File: config.mk
export PLATFORM = sky130hd
export DESIGN_NAME = snoop_responder
export DESIGN_NICKNAME = d
export VERILOG_FILES = /design/src/rtl/snoop_responder.sv
export SDC_FILE = /design/constraint.sdc
export NUM_CORES = 1
export LEC_CHECK = 0
export ABC_CLOCK_PERIOD_IN_PS = 4670
export BUFFER_PORTS_ARGS = -buffer_cell sky130_fd_sc_hd__buf_2
export CAP_MARGIN = 20
export CORE_UTILIZATION = 45
export CTS_CLUSTER_DIAMETER = 80
export DETAILED_ROUTE_END_ITERATION = 7
export PLACE_DENSITY = 0.77
export SLEW_MARGIN = 20
export SYNTH_ARGS = -nofsm -noshare
export SYNTH_HDL_FRONTEND = slang
export SYNTH_SLANG_ARGS = --single-unit
File: constraint.sdc
create_clock -name clk -period 4.67 [get_ports clk]
set_clock_uncertainty 0.15 [all_clocks]
set_input_delay 0.2335 -clock clk [delete_from_list [all_inputs] [get_ports clk]]
set_output_delay 0.2335 -clock clk [all_outputs]
set_load 0.02 [all_outputs]
File: src/rtl/snoop_responder.sv
// Bus-side snoop responder for the MESI cache model: looks up the snooped set,
// returns HIT/HITM/NOHIT, writes back modified lines and updates the MESI state.
module snoop_responder #(
    parameter int ways     = 8,
    parameter int TAG_W    = 12,
    parameter int INDEX_W  = 14,
    parameter int OFFSET_W = 6,
    parameter int WAY_W    = (ways > 1) ? $clog2(ways) : 1
) (
    input  logic                   clk,
    input  logic                   rst,
    input  logic                   snoop_valid,
    output logic                   snoop_ready,
    input  logic [3:0]             snoop_cmd,
    input  logic [31:0]            snoop_addr,
    output logic                   lookup_en,
    output logic [INDEX_W-1:0]     lookup_index,
    input  logic [ways*TAG_W-1:0]  lookup_tag,
    input  logic [ways*2-1:0]      lookup_mesi,
    output logic                   update_en,
    output logic [WAY_W-1:0]       update_way,
    output logic [1:0]             update_mesi,
    output logic                   wb_req,
    output logic [31:0]            wb_addr,
    input  logic                   wb_ack,
    output logic                   result_valid,
    output logic [1:0]             snoop_result,
    output logic                   protocol_err
);

    typedef enum logic [1:0] {
        MESI_I = 2'b00,
        MESI_S = 2'b01,
        MESI_E = 2'b10,
        MESI_M = 2'b11
    } mesi_t;

    typedef enum logic [1:0] {
        ST_IDLE      = 2'd0,
        ST_LOOKUP    = 2'd1,
        ST_WRITEBACK = 2'd2,
        ST_RESPOND   = 2'd3
    } state_t;

    localparam logic [1:0]  RES_HIT   = 2'b00;
    localparam logic [1:0]  RES_HITM  = 2'b01;
    localparam logic [1:0]  RES_NOHIT = 2'b10;
    localparam logic [3:0]  CMD_INV   = 4'd3;
    localparam logic [3:0]  CMD_READ  = 4'd4;
    localparam logic [3:0]  CMD_WRITE = 4'd5;
    localparam logic [3:0]  CMD_RWIM  = 4'd6;
    localparam logic [31:0] LINE_MASK = ~((32'd1 << OFFSET_W) - 32'd1);

    state_t             state_q, state_d;
    logic [3:0]         cmd_q, cmd_d;
    logic [31:0]        addr_q, addr_d;
    logic [1:0]         result_q, result_d;
    logic [WAY_W-1:0]   way_q, way_d;
    mesi_t              next_mesi_q, next_mesi_d;
    logic               upd_q, upd_d;
    logic               err_q, err_d;

    logic [TAG_W-1:0]   addr_tag;
    logic [ways-1:0]    way_match;
    logic               hit;
    logic [WAY_W-1:0]   hit_way;
    mesi_t              hit_mesi;
    logic               cmd_supported;

    logic [1:0]         dec_result;
    logic               dec_wb;
    logic               dec_upd;
    mesi_t              dec_next;
    logic               dec_err;

    assign addr_tag      = addr_q[OFFSET_W+INDEX_W +: TAG_W];
    assign cmd_supported = (snoop_cmd == CMD_INV) || (snoop_cmd == CMD_READ) ||
                           (snoop_cmd == CMD_WRITE) || (snoop_cmd == CMD_RWIM);

    // A way only counts as a hit when it holds a valid (non-I) copy of the tag.
    for (genvar gi = 0; gi < ways; gi++) begin : g_match
        assign way_match[gi] = (lookup_mesi[gi*2 +: 2] != MESI_I) &&
                               (lookup_tag[gi*TAG_W +: TAG_W] == addr_tag);
    end

    // Scan from the top so the lowest matching way is the one left standing.
    always_comb begin
        hit      = 1'b0;
        hit_way  = '0;
        hit_mesi = MESI_I;
        for (int w = ways - 1; w >= 0; w--) begin
            if (way_match[w]) begin
                hit      = 1'b1;
                hit_way  = WAY_W'(w);
                hit_mesi = mesi_t'(lookup_mesi[w*2 +: 2]);
            end
        end
    end

    always_comb begin
        dec_result = RES_NOHIT;
        dec_wb     = 1'b0;
        dec_upd    = 1'b0;
        dec_next   = MESI_I;
        dec_err    = 1'b0;
        if (hit) begin
            case (cmd_q)
                CMD_READ: begin
                    dec_result = (hit_mesi == MESI_M) ? RES_HITM : RES_HIT;
                    dec_wb     = (hit_mesi == MESI_M);
                    dec_upd    = (hit_mesi != MESI_S);
                    dec_next   = MESI_S;
                end
                CMD_RWIM: begin
                    dec_result = (hit_mesi == MESI_M) ? RES_HITM : RES_HIT;
                    dec_wb     = (hit_mesi == MESI_M);
                    dec_upd    = 1'b1;
                    dec_next   = MESI_I;
                end
                CMD_INV: begin
                    // Another cache invalidating a line we own exclusively is illegal.
                    dec_result = RES_HIT;
                    dec_upd    = (hit_mesi == MESI_S);
                    dec_err    = (hit_mesi != MESI_S);
                    dec_next   = MESI_I;
                end
                CMD_WRITE: begin
                    dec_err    = 1'b1;
                end
                default: begin
                    dec_result = RES_NOHIT;
                end
            endcase
        end
    end

    always_comb begin
        state_d      = state_q;
        cmd_d        = cmd_q;
        addr_d       = addr_q;
        result_d     = result_q;
        way_d        = way_q;
        next_mesi_d  = next_mesi_q;
        upd_d        = upd_q;
        err_d        = err_q;
        snoop_ready  = 1'b0;
        lookup_en    = 1'b0;
        lookup_index = '0;
        update_en    = 1'b0;
        update_way   = '0;
        update_mesi  = '0;
        wb_req       = 1'b0;
        wb_addr      = '0;
        result_valid = 1'b0;
        snoop_result = '0;
        protocol_err = 1'b0;

        case (state_q)
            ST_IDLE: begin
                snoop_ready = 1'b1;
                if (snoop_valid) begin
                    cmd_d  = snoop_cmd;
                    addr_d = snoop_addr;
                    if (cmd_supported) begin
                        lookup_en    = 1'b1;
                        lookup_index = snoop_addr[OFFSET_W +: INDEX_W];
                        state_d      = ST_LOOKUP;
                    end else begin
                        result_d = RES_NOHIT;
                        upd_d    = 1'b0;
                        err_d    = 1'b0;
                        state_d  = ST_RESPOND;
                    end
                end
            end
            ST_LOOKUP: begin
                result_d    = dec_result;
                way_d       = hit_way;
                next_mesi_d = dec_next;
                upd_d       = dec_upd;
                err_d       = dec_err;
                state_d     = dec_wb ? ST_WRITEBACK : ST_RESPOND;
            end
            ST_WRITEBACK: begin
                wb_req  = 1'b1;
                wb_addr = addr_q & LINE_MASK;
                if (wb_ack) begin
                    state_d = ST_RESPOND;
                end
            end
            ST_RESPOND: begin
                result_valid = 1'b1;
                snoop_result = result_q;
                update_en    = upd_q;
                if (upd_q) begin
                    update_way  = way_q;
                    update_mesi = next_mesi_q;
                end
                protocol_err = err_q;
                state_d      = ST_IDLE;
            end
            default: begin
                state_d = ST_IDLE;
            end
        endcase

        // Reset silences every output immediately, whatever operation was underway.
        if (rst) begin
            state_d      = ST_IDLE;
            snoop_ready  = 1'b0;
            lookup_en    = 1'b0;
            lookup_index = '0;
            update_en    = 1'b0;
            update_way   = '0;
            update_mesi  = '0;
            wb_req       = 1'b0;
            wb_addr      = '0;
            result_valid = 1'b0;
            snoop_result = '0;
            protocol_err = 1'b0;
        end
    end

    always_ff @(posedge clk) begin
        if (rst) begin
            state_q     <= ST_IDLE;
            cmd_q       <= '0;
            addr_q      <= '0;
            result_q    <= '0;
            way_q       <= '0;
            next_mesi_q <= MESI_I;
            upd_q       <= 1'b0;
            err_q       <= 1'b0;
        end else begin
            state_q     <= state_d;
            cmd_q       <= cmd_d;
            addr_q      <= addr_d;
            result_q    <= result_d;
            way_q       <= way_d;
            next_mesi_q <= next_mesi_d;
            upd_q       <= upd_d;
            err_q       <= err_d;
        end
    end

endmodule
# --- Word level (Yosys, flattened, before mapping) ---
# Index checks and enable logic that the tools add are counted.
# Widths: inputs -> output; s select.
totals:
  reg_bits: 47
  input_bits: 152
  output_inout_bits: 59
  word_cells: 133
classes:
  n_eq_ne: 25
  muxes: 75
  reduce_logical: 25
op_table:
  columns: ["cell", "n"]
  rows:
  - ["$eq 12x12->1", 8]
  - ["$mux 32", 2]
  - ["$mux 14", 4]
  - ["$mux 2", 19]
  - ["$mux 3", 11]
  - ["$mux 1", 32]
  - ["$eq 4x3->1 const B", 6]
  - ["$reduce_bool 2->1", 9]
  - ["$eq 4x2->1 const B", 2]
  - ["$logic_and 1x1->1", 8]
  - ["$pmux 2 s2", 2]
  - ["$pmux 2 s4", 1]
  - ["$eq 2x2->1 const B", 3]
  - ["$ne 2x2->1 const B", 3]
  - ["$pmux 1 s2", 3]
  - ["$eq 2x1->1 const B", 2]
  - ["$reduce_and 2->1", 2]
  - ["$logic_or 1x1->1", 3]
  - ["$pmux 1 s3", 1]
  - ["$reduce_and 3->1", 1]
  - ["$logic_not 2->1", 1]
  - ["$ne 2x1->1 const B", 1]
  - ["$reduce_or 2->1", 1]

# --- Depth between registers and ports, before layout ---
depth:
  ltp_word: 15
  mapped_depth: 10
  depth_no_buf: 9

# --- Worst setup path before layout ---
# OpenSTA, ideal clock, no wires.
synth_timing:
  path_kind: "register to register"
  start: "reg addr_q[26]"
  end: "reg result_q[0]"
  setup_time_ns: 0.060
  arrival_time_ns: 2.303
  t_required_ns: 4.460
  slack_ns: 2.157
  path_stages_with_launch: 10
  n_path_buf: 1
  synth_period_minus_slack_ns: 2.513
  cell_sequence: "dfxtp_1 -> buf_6 -> xor2_1 -> or4_4 -> nand3b_4 -> or2_0 -> a31oi_1 -> a2111oi_2 -> a2111oi_2 -> a41o_1"
synth_between:
  elab_chain_cells: 15
  elab_cells_between_ends: 37
  cone_classes: "eq/ne: 9; mux: 20; reduce/logical: 8"
synth_lines:
  columns: ["item", "line", "rtl"]
  rows:
  - ["start: declaration", "56", "logic [31:0] addr_q, addr_d;"]
  - ["start signal: assignment", "237", "addr_q <= addr_d;"]
  - ["$eq 12x12->1", "83", "(lookup_tag[gi*TAG_W +: TAG_W] == addr_tag);"]
  - ["$logic_and 1x1->1", "82", "assign way_match[gi] = (lookup_mesi[gi*2 +: 2] != MESI_I) &&"]
  - ["$mux 2 (8 in a row)", "92", "if (way_match[w]) begin"]
  - ["$eq 2x2->1", "109, 115", null]
  - ["$mux 1", "109, 115", null]
  - ["$pmux 2 s2", "107", "case (cmd_q)"]
  - ["$mux 2 (*)", "106", "if (hit) begin"]
  - ["$pmux 2 s2 (*)", "158", "case (state_q)"]
  - ["end signal: assignment", "238", "result_q <= result_d;"]
  - ["end: declaration", "57", "logic [1:0] result_q, result_d;"]
# Every way passes the cells marked *; elsewhere a longest branch is shown, timed or not.
# A chain may end at the register's enable or synchronous reset.

# --- Worst setup path in the final report ---
layout_timing:
  start: "reg addr_q[31]"
  end: "reg result_q[0]"
# Same word-level chain as after synthesis.

==> results.yml <==
synth:
  synth_top_area_cell: "dfxtp_1"
  yosys-top-cells-count: "nand2_1 (87), xor2_1 (83), dfxtp_1 (40), a21oi_1 (37), and3_1 (32)"
  syn_area_per_cell_sq_um: 7.44
  ys_ff_latch: 40
  synthMostInstantiatedCell: "nand2_1"
  synthCells: 526
  synth_edf_count: 0
  yosysWarningCount: 0
  synthArstFlopShare_pct: 0
  syn_area_sq_um: 3910
  synth_cell_types: 58
  yosysTopAreaCellShare_pct: 20.5
  ys.flop_type: "dfxtp_1"
  ys_top_cells_by_area: "dfxtp_1 (20%), xor2_1 (19%), nand2_1 (8.3%), and3_1 (5.1%), a21oi_1 (4.7%)"
  seq_area_frac_synth_pct: 20.5
drt:
  ant_nets: 0
  drt_wl_total_microns: 13300
  via_per_inst: 5.50
  drc: 0
  wl_per_cell_microns: 16.5
  drt_iter0_drc: 188
  num_vias: 4448
  drtPass1Iterations: 5
clock_tree:
  cts_resized: 0
  cts_buffers: 5
  post_cts_buffers: 0
  root_buffer: "clkbuf_8"
  clk_pin_slew_ns: 0.09
  clock-sinks: 40
  clockBufferDepth: 2
  htree_levels: 2
  insertion_delay_ns: 0.29
  cts_tree: "done"
  postCtsHoldBufs: 0
global_routing:
  grt_pass1_vias: 4364
  overflow: 0
  grt_max_degree: 44
  grt_pass1_wl_microns: 20600
  grt.total_usage_pct: 29.1
  antenna_found_initial: 0
worst_setup_path:
  critPathRequiredTime_ns: 4.77
  crit_chain: "xor2_1 -> nor4_2 -> nand4_1 -> and3_1 -> nor2b_1 -> a31oi_1 -> nand2_1 -> a2111oi_2 -> a41o_1"
  cpMaxStageDelayCell: "dfxtp_1"
  path_buf_inv: 0
  cp_top_family: "simple AND/OR/NAND/NOR gates"
  worstSetupEndpointType: "flip-flop"
  critPathMaxFanout: 10
  max_stage_delay_ns: 0.85
  startpoint_type: "flip-flop"
  reg2reg_depth: 9
  critical_path_depth: 9
  cp.arrival_ns: 3.44
  worst-setup-path-type: "flip-flop to flip-flop"
placed_design:
  placed_cells: 799
  dp.final_hpwl_microns: 10300
  globalplace.congestion: 0.870
  port-buffer-count: 197
power_and_ir_drop:
  p_leak_nw: 2.54
  power_density_nw_per_um2: 303
  fin_total_pwr_mw: 1.50
  max-vdd-ir-drop_uv: 216
sta:
  fin_crit_sh_pct: 71.6
  setup_tns_ns: 0
  drv_slew: 0
  maxSlewHeadroom_pct: 30.3
  setup_viol: 0
  hold_viol: 0
  fmax_ghz: 0.299
  worstMarginPinSlew_ns: 1.05
  grt_setup_unrepaired: "false"
  post-route-min-period_ns: 3.34
status:
  outcome: "finished clean"
final_layout:
  utilization_pct: 59.9
  syn_to_final_growth_pct: 27.1
  final_nets: 858
  final_cells: 808
  drive_gt1_share_pct: 32.5
floorplanning:
  core_area_sq_um: 8300
  fp.dieArea_sq_um: 9070
  num_rows: 33
  start_util_pct: 47.1
  pin_count: 211
  die_y_microns: 95.2
  fp.dieW_microns: 95.2
min_path:
  min_path_cells: 3
  hold_path_class: "input pin to flip-flop"
flow_run:
  maxCapViolations: 0
[cell usage in the layout, fill, tap and decap left out, types with 3 or more instances in the layout]
master / synthesis / routed
conb_1: 1 / 7
nand2_1: 87 / 87
nand4_1: 19 / 19
and3_1: 32 / 32
nor2b_1: 5 / 5
nor3_1: 6 / 6
o21ai_0: 7 / 7
a311oi_1: 4 / 4
dfxtp_1: 40 / 40
nand3_1: 4 / 4
xor2_1: 83 / 83
a31oi_1: 7 / 7
and2_1: 20 / 20
buf_2: 5 / 197
xnor2_1: 12 / 12
a21oi_1: 37 / 37
nor4_2: 7 / 8
nor2_1: 24 / 24
inv_1: 11 / 11
ha_1: 5 / 5
nand3b_1: 3 / 3
or4_1: 4 / 4
nor4_1: 27 / 26
or3_1: 3 / 3
clkbuf_8: 0 / 5
[power breakdown]
group          switching (mW)  leakage, nW  internal (mW)
Combinational           0.426         2.16          0.262
Sequential              0.126        0.327          0.399
Clock                   0.131       0.0548          0.161
Total                   0.683         2.54          0.822
[registers in the layout, indices dropped and copies added (netlist names)]
register / flops
addr_q: 26
next_mesi_q: 1
cmd_q: 4
upd_q: 1
result_q: 2
err_q: 1
state_q: 2
way_q: 3
[metrics by stage]
stage          hold WS [ns]  setup slack, ns  instance area (sq um)
2_1_floorplan         0.219             2.16                   3930
3_3_place_gp          0.287             1.42                   4850
3_5_place_dp          0.293             1.42                   4850
4_1_cts              0.0162             1.39                   4970
5_1_grt              0.0237             1.14                   4970
6_report             0.0227             1.33                   4970
[worst reg2reg max path, cell delays in order, from the launching register on]
cell	delay (ns)
dfxtp_1	0.85
xor2_1	0.24
nor4_2	0.48
nand4_1	0.15
and3_1	0.26
nor2b_1	0.15
a31oi_1	0.26
nand2_1	0.14
a2111oi_2	0.40
a41o_1	0.22
[cell type report]
type / instances / area (sq um)
Antenna cell: 1 / 2.50
Fill cell: 781 / 3330
Timing Repair Buffer: 199 / 1000
Sequential cell: 40 / 801
Clock buffer: 5 / 68.8
Clock inverter: 3 / 46.3
Inverter: 11 / 41.3
Tap cell: 105 / 131
Multi-Input combinational cell: 444 / 2880
[path summary, 6_finish.rpt]
check / from / to / slack (ns)
worst min register to register: err_q$_SDFFE_PP0P_ / err_q$_SDFFE_PP0P_ / 0.30
worst max-delay path: addr_q[31]$_SDFFE_PP0P_ / result_q[0]$_SDFFE_PP0P_ / 1.33
worst min-delay path: snoop_addr[26] / addr_q[26]$_SDFFE_PP0P_ / 0.02
worst max register to register: addr_q[31]$_SDFFE_PP0P_ / result_q[0]$_SDFFE_PP0P_ / 1.33
[layer usage]
layer  wire [microns]  vias to the layer above  track usage [%]
met5                0                        -                0
met3             1220                       34             5.90
met4              339                        0             9.85
met1             5410                     2005             34.0
met2             6350                      229             52.4
li1                 -                     2180                -
[cells by family (layout without fill, tap and decap cells)]
group / Yosys count / count (layout) / synth area share, %
DFF: 40 / 40 / 20.5
and+or+nand+nor: 255 / 255 / 35.8
muxes: 2 / 2 / 0.512
buffers and inverters: 48 / 218 / 6.69
other: 1 / 8 / 0.0959
AOI/OAI and AO/OA: 78 / 78 / 12.7
adders and majority gates: 5 / 5 / 1.60
xor gates and xnor gates: 97 / 97 / 22.1
No activity file was read; power rests on OpenSTA's default activity.
